## src/rtl/mbx_nfifo_pkg.sv

```systemverilog
`default_nettype none
// =============================================================================
// mbx_nfifo_pkg : register map, AHB encodings and phase type for mbx_nfifo
// Rev 1.0
// =============================================================================
package mbx_nfifo_pkg;

  localparam logic [1:0] C_REG_CTRL   = 2'd0;
  localparam logic [1:0] C_REG_TXDATA = 2'd1;
  localparam logic [1:0] C_REG_RXDATA = 2'd2;
  localparam logic [1:0] C_REG_STATUS = 2'd3;

  localparam int C_CTRL_INT_EN = 0;
  localparam int C_ST_EMPTY    = 8;
  localparam int C_ST_FULL     = 9;
  localparam int C_ST_DFULL    = 10;
  localparam int C_ST_OVF      = 16;

  localparam logic [1:0] C_HTRANS_NONSEQ = 2'b10;
  localparam logic [1:0] C_HTRANS_SEQ    = 2'b11;
  localparam logic [1:0] C_HRESP_OKAY    = 2'b00;
  localparam logic [1:0] C_HRESP_ERROR   = 2'b01;

  localparam logic [2:0] C_HSIZE_BYTE = 3'b000;
  localparam logic [2:0] C_HSIZE_HALF = 3'b001;
  localparam logic [2:0] C_HSIZE_WORD = 3'b010;

  typedef enum logic [1:0] {
    PH_IDLE = 2'd0,
    PH_DATA = 2'd1,
    PH_ERR1 = 2'd2,
    PH_ERR2 = 2'd3
  } phase_t;

  // Narrow TXDATA writes take the low byte lanes, zero-extended.
  function automatic logic [31:0] lane_extend(input logic [2:0] size, input logic [31:0] data);
    case (size)
      C_HSIZE_BYTE: return {24'd0, data[7:0]};
      C_HSIZE_HALF: return {16'd0, data[15:0]};
      default:      return data;
    endcase
  endfunction

endpackage
`default_nettype wire

```

## src/rtl/mbx_fifo.sv

```systemverilog
`default_nettype none
// =============================================================================
// mbx_fifo : DEPTH x 32 inbox FIFO with occupancy count
// Rev 1.0
// =============================================================================
module mbx_fifo
  import mbx_nfifo_pkg::*;
#(
  parameter int DEPTH = 4
) (
  input  logic                     clk,
  input  logic                     rst_n,
  input  logic                     push,
  input  logic [31:0]              wdata,
  input  logic                     pop,
  output logic [31:0]              rdata,
  output logic [$clog2(DEPTH):0]   count,
  output logic                     full,
  output logic                     empty
);

  localparam int AW = $clog2(DEPTH);
  localparam logic [AW:0] C_FULL_CNT = DEPTH[AW:0];

  logic [31:0]   r_mem [DEPTH];
  logic [AW-1:0] r_wr_ptr;
  logic [AW-1:0] r_rd_ptr;
  logic [AW:0]   r_count;
  logic          w_push;
  logic          w_pop;

  assign full  = (r_count == C_FULL_CNT);
  assign empty = (r_count == '0);
  assign count = r_count;
  assign rdata = r_mem[r_rd_ptr];
  assign w_push = push & ~full;
  assign w_pop  = pop & ~empty;

  always_ff @(posedge clk or negedge rst_n) begin
    if (!rst_n) begin
      r_wr_ptr <= '0;
      r_rd_ptr <= '0;
      r_count  <= '0;
    end else begin
      if (w_push) r_wr_ptr <= r_wr_ptr + 1'b1;
      if (w_pop)  r_rd_ptr <= r_rd_ptr + 1'b1;
      r_count <= r_count + {{AW{1'b0}}, w_push} - {{AW{1'b0}}, w_pop};
    end
  end

  always_ff @(posedge clk) begin
    if (w_push) r_mem[r_wr_ptr] <= wdata;
  end

endmodule
`default_nettype wire

```

## src/rtl/mbx_nfifo.sv

```systemverilog
`default_nettype none
// =============================================================================
// mbx_nfifo : N-core AHB-lite mailbox, one slave port and one inbox per core
// Rev 1.0
// =============================================================================
module mbx_nfifo
  import mbx_nfifo_pkg::*;
#(
  parameter int          N_CORE    = 2,
  parameter int          DEPTH     = 4,
  parameter logic [31:0] BASE_ADDR = 32'h4000_0000
) (
  input  logic                     hclk,
  input  logic                     hrst_b,
  input  logic [N_CORE-1:0]        hsel,
  input  logic [N_CORE-1:0][31:0]  haddr,
  input  logic [N_CORE-1:0][1:0]   htrans,
  input  logic [N_CORE-1:0]        hwrite,
  input  logic [N_CORE-1:0][2:0]   hsize,
  input  logic [N_CORE-1:0][31:0]  hwdata,
  output logic [N_CORE-1:0][31:0]  hrdata,
  output logic [N_CORE-1:0]        hready,
  output logic [N_CORE-1:0][1:0]   hresp,
  output logic [N_CORE-1:0]        rx_intr
);

  localparam int CW = $clog2(DEPTH) + 1;

  logic [N_CORE-1:0]          w_tx_req, w_grant, w_drop, w_push, w_pop, w_full, w_empty;
  logic [N_CORE-1:0][2:0]     w_tx_dest;
  logic [N_CORE-1:0][31:0]    w_tx_data, w_push_data, w_fifo_rdata;
  logic [N_CORE-1:0][CW-1:0]  w_count;

  // Per inbox, the lowest-indexed requesting port wins; losers stall and retry.
  always_comb begin : arbiter
    logic found;
    found       = 1'b0;
    w_grant     = '0;
    w_drop      = '0;
    w_push      = '0;
    w_push_data = '0;
    for (int j = 0; j < N_CORE; j++) begin
      found = 1'b0;
      for (int i = 0; i < N_CORE; i++) begin
        if (!found && w_tx_req[i] && (32'(w_tx_dest[i]) == j)) begin
          found          = 1'b1;
          w_grant[i]     = 1'b1;
          w_drop[i]      = w_full[j];
          w_push[j]      = ~w_full[j];
          w_push_data[j] = w_tx_data[i];
        end
      end
    end
  end

  for (genvar p = 0; p < N_CORE; p++) begin : g_port
    phase_t      r_phase, w_phase_nxt;
    logic        r_wr, r_int_en, r_ovf, r_intr;
    logic [1:0]  r_reg, w_reg;
    logic [2:0]  r_size, r_dest, r_ctrl_dest;
    logic [6:0]  r_thr, w_thr_eff;
    logic [31:0] r_rdata, w_rd_val, w_status, w_ctrl;
    logic        w_ready, w_sel, w_addr_ok, w_dest_ok, w_err, w_acc, w_dest_full, w_data_wr;

    mbx_fifo #(.DEPTH(DEPTH)) u_inbox (
      .clk   (hclk),
      .rst_n (hrst_b),
      .push  (w_push[p]),
      .wdata (w_push_data[p]),
      .pop   (w_pop[p]),
      .rdata (w_fifo_rdata[p]),
      .count (w_count[p]),
      .full  (w_full[p]),
      .empty (w_empty[p])
    );

    assign w_tx_req[p]  = (r_phase == PH_DATA) & r_wr & (r_reg == C_REG_TXDATA);
    assign w_tx_dest[p] = r_dest;
    assign w_tx_data[p] = lane_extend(r_size, hwdata[p]);
    assign w_data_wr    = (r_phase == PH_DATA) & r_wr;

    assign w_ready    = (r_phase == PH_ERR1) ? 1'b0 : ~(w_tx_req[p] & ~w_grant[p]);
    assign hready[p]  = w_ready;
    assign hresp[p]   = (r_phase == PH_ERR1 || r_phase == PH_ERR2) ? C_HRESP_ERROR : C_HRESP_OKAY;
    assign hrdata[p]  = r_rdata;
    assign rx_intr[p] = r_intr;

    assign w_reg     = haddr[p][3:2];
    assign w_sel     = hsel[p] & w_ready;
    assign w_addr_ok = (haddr[p][31:4] == BASE_ADDR[31:4]) && (haddr[p][1:0] == 2'b00);
    assign w_dest_ok = (32'(r_ctrl_dest) < N_CORE) && (32'(r_ctrl_dest) != p);

    always_comb begin
      w_err = 1'b0;
      if (w_sel) begin
        if (htrans[p] == C_HTRANS_SEQ) begin
          w_err = 1'b1;
        end else if (htrans[p] == C_HTRANS_NONSEQ) begin
          w_err = !w_addr_ok || (hsize[p] > C_HSIZE_WORD) ||
                  (hwrite[p] && (w_reg == C_REG_TXDATA) && !w_dest_ok);
        end
      end
    end

    assign w_acc    = w_sel & (htrans[p] == C_HTRANS_NONSEQ) & ~w_err;
    assign w_pop[p] = w_acc & ~hwrite[p] & (w_reg == C_REG_RXDATA) & ~w_empty[p];

    always_comb begin
      w_phase_nxt = r_phase;
      if (r_phase == PH_ERR1)
        w_phase_nxt = PH_ERR2;
      else if (w_ready)
        w_phase_nxt = w_err ? PH_ERR1 : (w_acc ? PH_DATA : PH_IDLE);
    end

    always_ff @(posedge hclk or negedge hrst_b) begin
      if (!hrst_b) r_phase <= PH_IDLE;
      else         r_phase <= w_phase_nxt;
    end

    always_comb begin
      w_dest_full = 1'b0;
      for (int j = 0; j < N_CORE; j++)
        if (32'(r_ctrl_dest) == j) w_dest_full = w_full[j];
    end

    always_comb begin
      w_status             = '0;
      w_status[6:0]        = 7'(w_count[p]);
      w_status[C_ST_EMPTY] = w_empty[p];
      w_status[C_ST_FULL]  = w_full[p];
      w_status[C_ST_DFULL] = w_dest_full;
      w_status[C_ST_OVF]   = r_ovf;
    end

    assign w_ctrl = {9'd0, r_thr, 5'd0, r_ctrl_dest, 7'd0, r_int_en};

    always_comb begin
      w_rd_val = '0;
      if (w_acc && !hwrite[p]) begin
        case (w_reg)
          C_REG_CTRL:   w_rd_val = w_ctrl;
          C_REG_RXDATA: w_rd_val = w_empty[p] ? 32'd0 : w_fifo_rdata[p];
          C_REG_STATUS: w_rd_val = w_status;
          default:      w_rd_val = '0;
        endcase
      end
    end

    assign w_thr_eff = (r_thr == 7'd0) ? 7'd1 : r_thr;

    always_ff @(posedge hclk or negedge hrst_b) begin
      if (!hrst_b) begin
        r_wr        <= 1'b0;
        r_reg       <= '0;
        r_size      <= '0;
        r_dest      <= '0;
        r_int_en    <= 1'b0;
        r_ctrl_dest <= '0;
        r_thr       <= '0;
        r_ovf       <= 1'b0;
        r_intr      <= 1'b0;
        r_rdata     <= '0;
      end else begin
        if (w_ready) begin
          r_rdata <= w_rd_val;
          if (w_acc) begin
            r_wr   <= hwrite[p];
            r_reg  <= w_reg;
            r_size <= hsize[p];
            r_dest <= r_ctrl_dest;
          end
        end
        if (w_data_wr && (r_reg == C_REG_CTRL)) begin
          r_int_en    <= hwdata[p][C_CTRL_INT_EN];
          r_ctrl_dest <= hwdata[p][10:8];
          r_thr       <= hwdata[p][22:16];
        end
        if (w_drop[p])
          r_ovf <= 1'b1;
        else if (w_data_wr && (r_reg == C_REG_STATUS) && hwdata[p][C_ST_OVF])
          r_ovf <= 1'b0;
        r_intr <= r_int_en & (7'(w_count[p]) >= w_thr_eff);
      end
    end
  end

endmodule
`default_nettype wire

```

## config.mk

```make
export PLATFORM = sky130hd
export DESIGN_NAME = mbx_nfifo
export DESIGN_NICKNAME = d
export VERILOG_FILES = /design/src/rtl/mbx_nfifo_pkg.sv /design/src/rtl/mbx_fifo.sv /design/src/rtl/mbx_nfifo.sv
export SDC_FILE = /design/constraint.sdc
export NUM_CORES = 1
export LEC_CHECK = 0
export CORE_MARGIN = 2
export CORE_UTILIZATION = 55
export DETAILED_ROUTE_END_ITERATION = 10
export HOLD_SLACK_MARGIN = 0.05
export PLACE_DENSITY = 0.83
export SLEW_MARGIN = 15
export SYNTH_ARGS = -nofsm -noshare
export SYNTH_HDL_FRONTEND = slang
export SYNTH_HIERARCHICAL = 1
export SYNTH_SLANG_ARGS = --single-unit
export TNS_END_PERCENT = 100
```

## constraint.sdc

```tcl
create_clock -name hclk -period 6.7 [get_ports hclk]
set_input_delay 0.67 -clock hclk [delete_from_list [all_inputs] [get_ports hclk]]
set_output_delay 0.67 -clock hclk [all_outputs]
set_load 0.005 [all_outputs]
```

==> flow_metrics.py <==
metrics = {
    "outcome": {
        "status": "finished clean",
    },
    "clock_tree": {
        "cts_setup_buffers": 0,
        "path_clk_slew_ps": 60,
        "clk_latency_ps": 530,
        "postCtsResizedCells": 0,
        "cts_tree": "built",
        "cts_root_buf": "clkbuf_16",
        "cts.path.max_buffers": 3,
        "clock_sinks": 382,
        "cts_made_buffers": 40,
        "holdBufCountCts": 0,
        "cts-htree-levels": 2,
    },
    "timing": {
        "period_needed_ps": 3740,
        "skew_ps": 18.2,
        "tightest_slew_ps": 1240,
        "timing.final.crit_share_pct": 55.8,
        "relSlewSlack_pct": 17.2,
        "rsz0062_at_grt": "false",
        "setup_tns_ps": 0,
        "fmax_mhz": 267,
        "fin_ws_ps": 2960,
        "maxSlewViolCount": 0,
        "setup_viol": 0,
        "finalHoldViolations": 0,
    },
    "grt": {
        "use_met2_pct": 42.0,
        "grt_use_met1_pct": 33.2,
        "antenna_found_initial": 0,
        "gr-max-usage-layer": "met2",
        "gr-usage-all-layers_pct": 25.6,
        "grt_max_degree": 71,
        "grt_overflow": 0,
        "grt_pass1_wl_mm": 59.6,
        "grt_util_met3_pct": 6.85,
        "grt_pass1_vias": 10500,
    },
    "die": {
        "die_area_mm2": 0.0311,
        "core_mm2": 0.0294,
        "die_y_um": 176,
        "core.rowCount": 63,
        "start_util_pct": 55.5,
        "die_x_um": 176,
        "design.portCount": 216,
    },
    "route": {
        "firstDrtPassIters": 7,
        "wirelength_mm": 39.9,
        "routed-via-count": 10300,
        "detail_route.vias_per_cell": 6.23,
        "drc": 0,
        "ant_nets": 0,
        "drtIter0Drc": 1098,
        "wl_per_cell_um": 24.1,
    },
    "logic_synthesis": {
        "yosys.area.top_type": "edfxtp_1",
        "synth_area_mm2": 0.0163,
        "syn-instance-count": 1021,
        "async_flop_share_pct": 33.0,
        "ys_seq_elements": 382,
        "yosysMostFrequentCell": "edfxtp_1",
        "synthDominantCellAreaShare_pct": 47.1,
        "postSynthAreaPerCell_um2": 16.0,
        "seq_area_frac_synth_pct": 66.4,
        "synth.area.top_cells": "edfxtp_1 47%, dfrtp_1 19%, mux4_2 7.7%, a22o_1 4.5%, nand2_1 2.2%",
        "yosysWarnings": 6,
        "synth-edff-count": 256,
        "synth_commonest_cells": "256 x edfxtp_1, 126 x dfrtp_1, 95 x nand2_1",
        "synthDistinctLibCells": 61,
        "synth_ff_type": "edfxtp_1",
    },
    "worst_setup_path": {
        "path_buf_inv": 1,
        "path_cells": "nor3_2, nand3_1, a21oi_1, and3b_1, buf_4",
        "cp.arrival_ps": 3930,
        "cp_top_family": "simple AND/OR/NAND/NOR gates",
        "ff2ff_path_depth": 5,
        "r2r-start": "g_port[0].r_reg[1]",
        "critPathMaxStageDelay_ps": 780,
        "startpoint_type": "register",
        "critPathMaxFanout": 19,
        "ff2ff_setup_slack_ps": 2960,
        "critPathKind": "reg -> reg",
        "critPathSlowestCell": "and3b_1",
        "worstPathRequired_ps": 6890,
        "end_kind": "register",
        "r2r-end": "g_port[1].u_inbox/r_mem[3][18]",
    },
    "placed_design": {
        "pre_cts_slack_ps": 2580,
        "dpl.hpwl_mm": 27.4,
        "io_buffer_count": 213,
        "dp_cells": 1584,
        "gp_congestion": 0.881,
    },
    "final_layout": {
        "n_fill_cell": 2004,
        "layout-drive-gt1-share_pct": 14.8,
        "largest_register": "g_port.u_inbox/r_mem",
        "nNetsFinal": 1400,
        "diodes": 0,
        "layoutNonFillerInstCount": 1657,
        "largestRegisters": "g_port.u_inbox/r_mem (256), g_port.r_rdata (64), g_port.r_thr (14)",
        "areaGrowthSynthToFinish_pct": 22.5,
        "largest_reg_flops": 256,
    },
    "worst_hold_path": {
        "hp-class": "in -> async",
    },
    "pwr": {
        "p_sw_mw": 1.04,
        "clockPowerShare_pct": 43.3,
        "p_int_mw": 3.89,
        "seqPwrFrac_pct": 51.1,
        "powerDensity_mw_per_mm2": 247,
        "cellLeakagePower_nw": 7.94,
        "ir_drop_mv": 0.220,
        "pwr-share-comb_pct": 5.7,
        "switching_share_pct": 21.1,
    },
    "job": {
        "drv_cap": 0,
    },
}
[layer usage]
layer / vias to the layer above / routed length [um]
met5: - / 0
met4: 0 / 1430
met3: 96 / 3940
met2: 544 / 18800
met1: 5214 / 15700
li1: 4467 / -
[how the worst max path moves through the flow]
| stage | endpoint | startpoint | slack (ps) | cells past startpoint |
|---|---|---|---|---|
| 6_report | g_port[1].u_inbox/r_mem[3][18] | g_port[0].r_reg[1] | 2960 | 5 |
| 5_1_grt | g_port[1].u_inbox/r_mem[3][22] | g_port[0].r_reg[1] | 2720 | 5 |
| 4_1_cts | g_port[1].u_inbox/r_mem[3][22] | g_port[0].r_reg[1] | 2930 | 5 |
| 3_5_place_dp | g_port[0].u_inbox/count[2] | haddr[3] | 2580 | 14 |
| 3_3_place_gp | g_port[0].u_inbox/count[2] | haddr[3] | 2740 | 14 |
| 2_1_floorplan | g_port[1].u_inbox/count[2] | haddr[36] | 3440 | 12 |
[power by group through the flow]
stage | registers (mW) | clock network, mW | logic, mW
after floorplan | 2.56 | 0 | 0.106
after global placement | 2.56 | 0 | 0.275
after detailed placement | 2.56 | 0 | 0.279
after CTS | 2.52 | 2.17 | 0.281
after global routing | 2.52 | 2.26 | 0.302
final | 2.52 | 2.13 | 0.280
[layout make-up]
class	instances	area (um^2)	area share [%]
Tap cell	390	488	2.44
Sequential cell	382	10800	54.3
Timing Repair Buffer	229	2250	11.3
Inverter	26	97.6	0.488
Clock buffer	53	1090	5.46
Clock inverter	20	176	0.883
Multi-Input combinational cell	557	5040	25.2
[worst register-to-register path: cells and delay by family (launching register included)]
family                 cells  cell delay (ps)
AO/OA/AOI/OAI              1              700
flip-flops                 1              490
buffers and inverters      1              440
AND/OR/NAND/NOR            3             1770
[cell families (layout without fill, tap and decap cells)]
logic type	after synthesis	in the layout	synth area share, %
and+or+nand+nor	234	234	7.84
other	1	2	0.0230
DFF	382	382	66.4
adders and majority gates	20	20	1.63
muxes	97	97	11.4
AOI/OAI and AO/OA	195	195	9.18
xor gates and xnor gates	9	9	0.483
buffers and inverters	83	328	2.97
[layout by cell type, fill, tap and decap left out, types with 4 or more instances in the layout]
master / netlist / routed
edfxtp_1: 256 / 256
clkdlybuf4s50_1: 0 / 212
dfrtp_1: 126 / 122
nand2_1: 95 / 95
a22o_1: 84 / 84
mux4_2: 56 / 56
clkbuf_16: 0 / 41
o22ai_1: 28 / 28
o21ai_0: 28 / 28
mux2_2: 27 / 27
inv_1: 26 / 26
nor2_1: 23 / 23
nor4_1: 20 / 19
ha_1: 18 / 18
buf_4: 8 / 17
nand2b_1: 12 / 12
nor2b_1: 12 / 12
nand3_1: 11 / 11
a32o_1: 10 / 10
a21oi_1: 10 / 10
clkbuf_1: 25 / 10
xnor2_1: 9 / 9
o31ai_1: 10 / 9
and3b_1: 9 / 9
nor3_1: 8 / 8
clkinv_1: 0 / 8
mux4_1: 8 / 8
nand4_1: 6 / 6
a22oi_1: 6 / 6
mux2_4: 6 / 6
clkinv_2: 0 / 6
o211ai_1: 5 / 5
or3_1: 4 / 4
and2_1: 4 / 4
nand4bb_1: 4 / 4
dfrtp_2: 0 / 4
[stage by stage]
stage	hold slack [ps]	util, %	total power, mW	instance area [um^2]
2_1_floorplan	374	-	2.67	16300
3_3_place_gp	453	63.6	2.84	18700
3_5_place_dp	457	63.6	2.84	18700
4_1_cts	246	67.9	4.96	20000
5_1_grt	297	68.0	5.08	20000
6_report	224	68.0	4.93	20000
(Power assumes the default switching activity.)
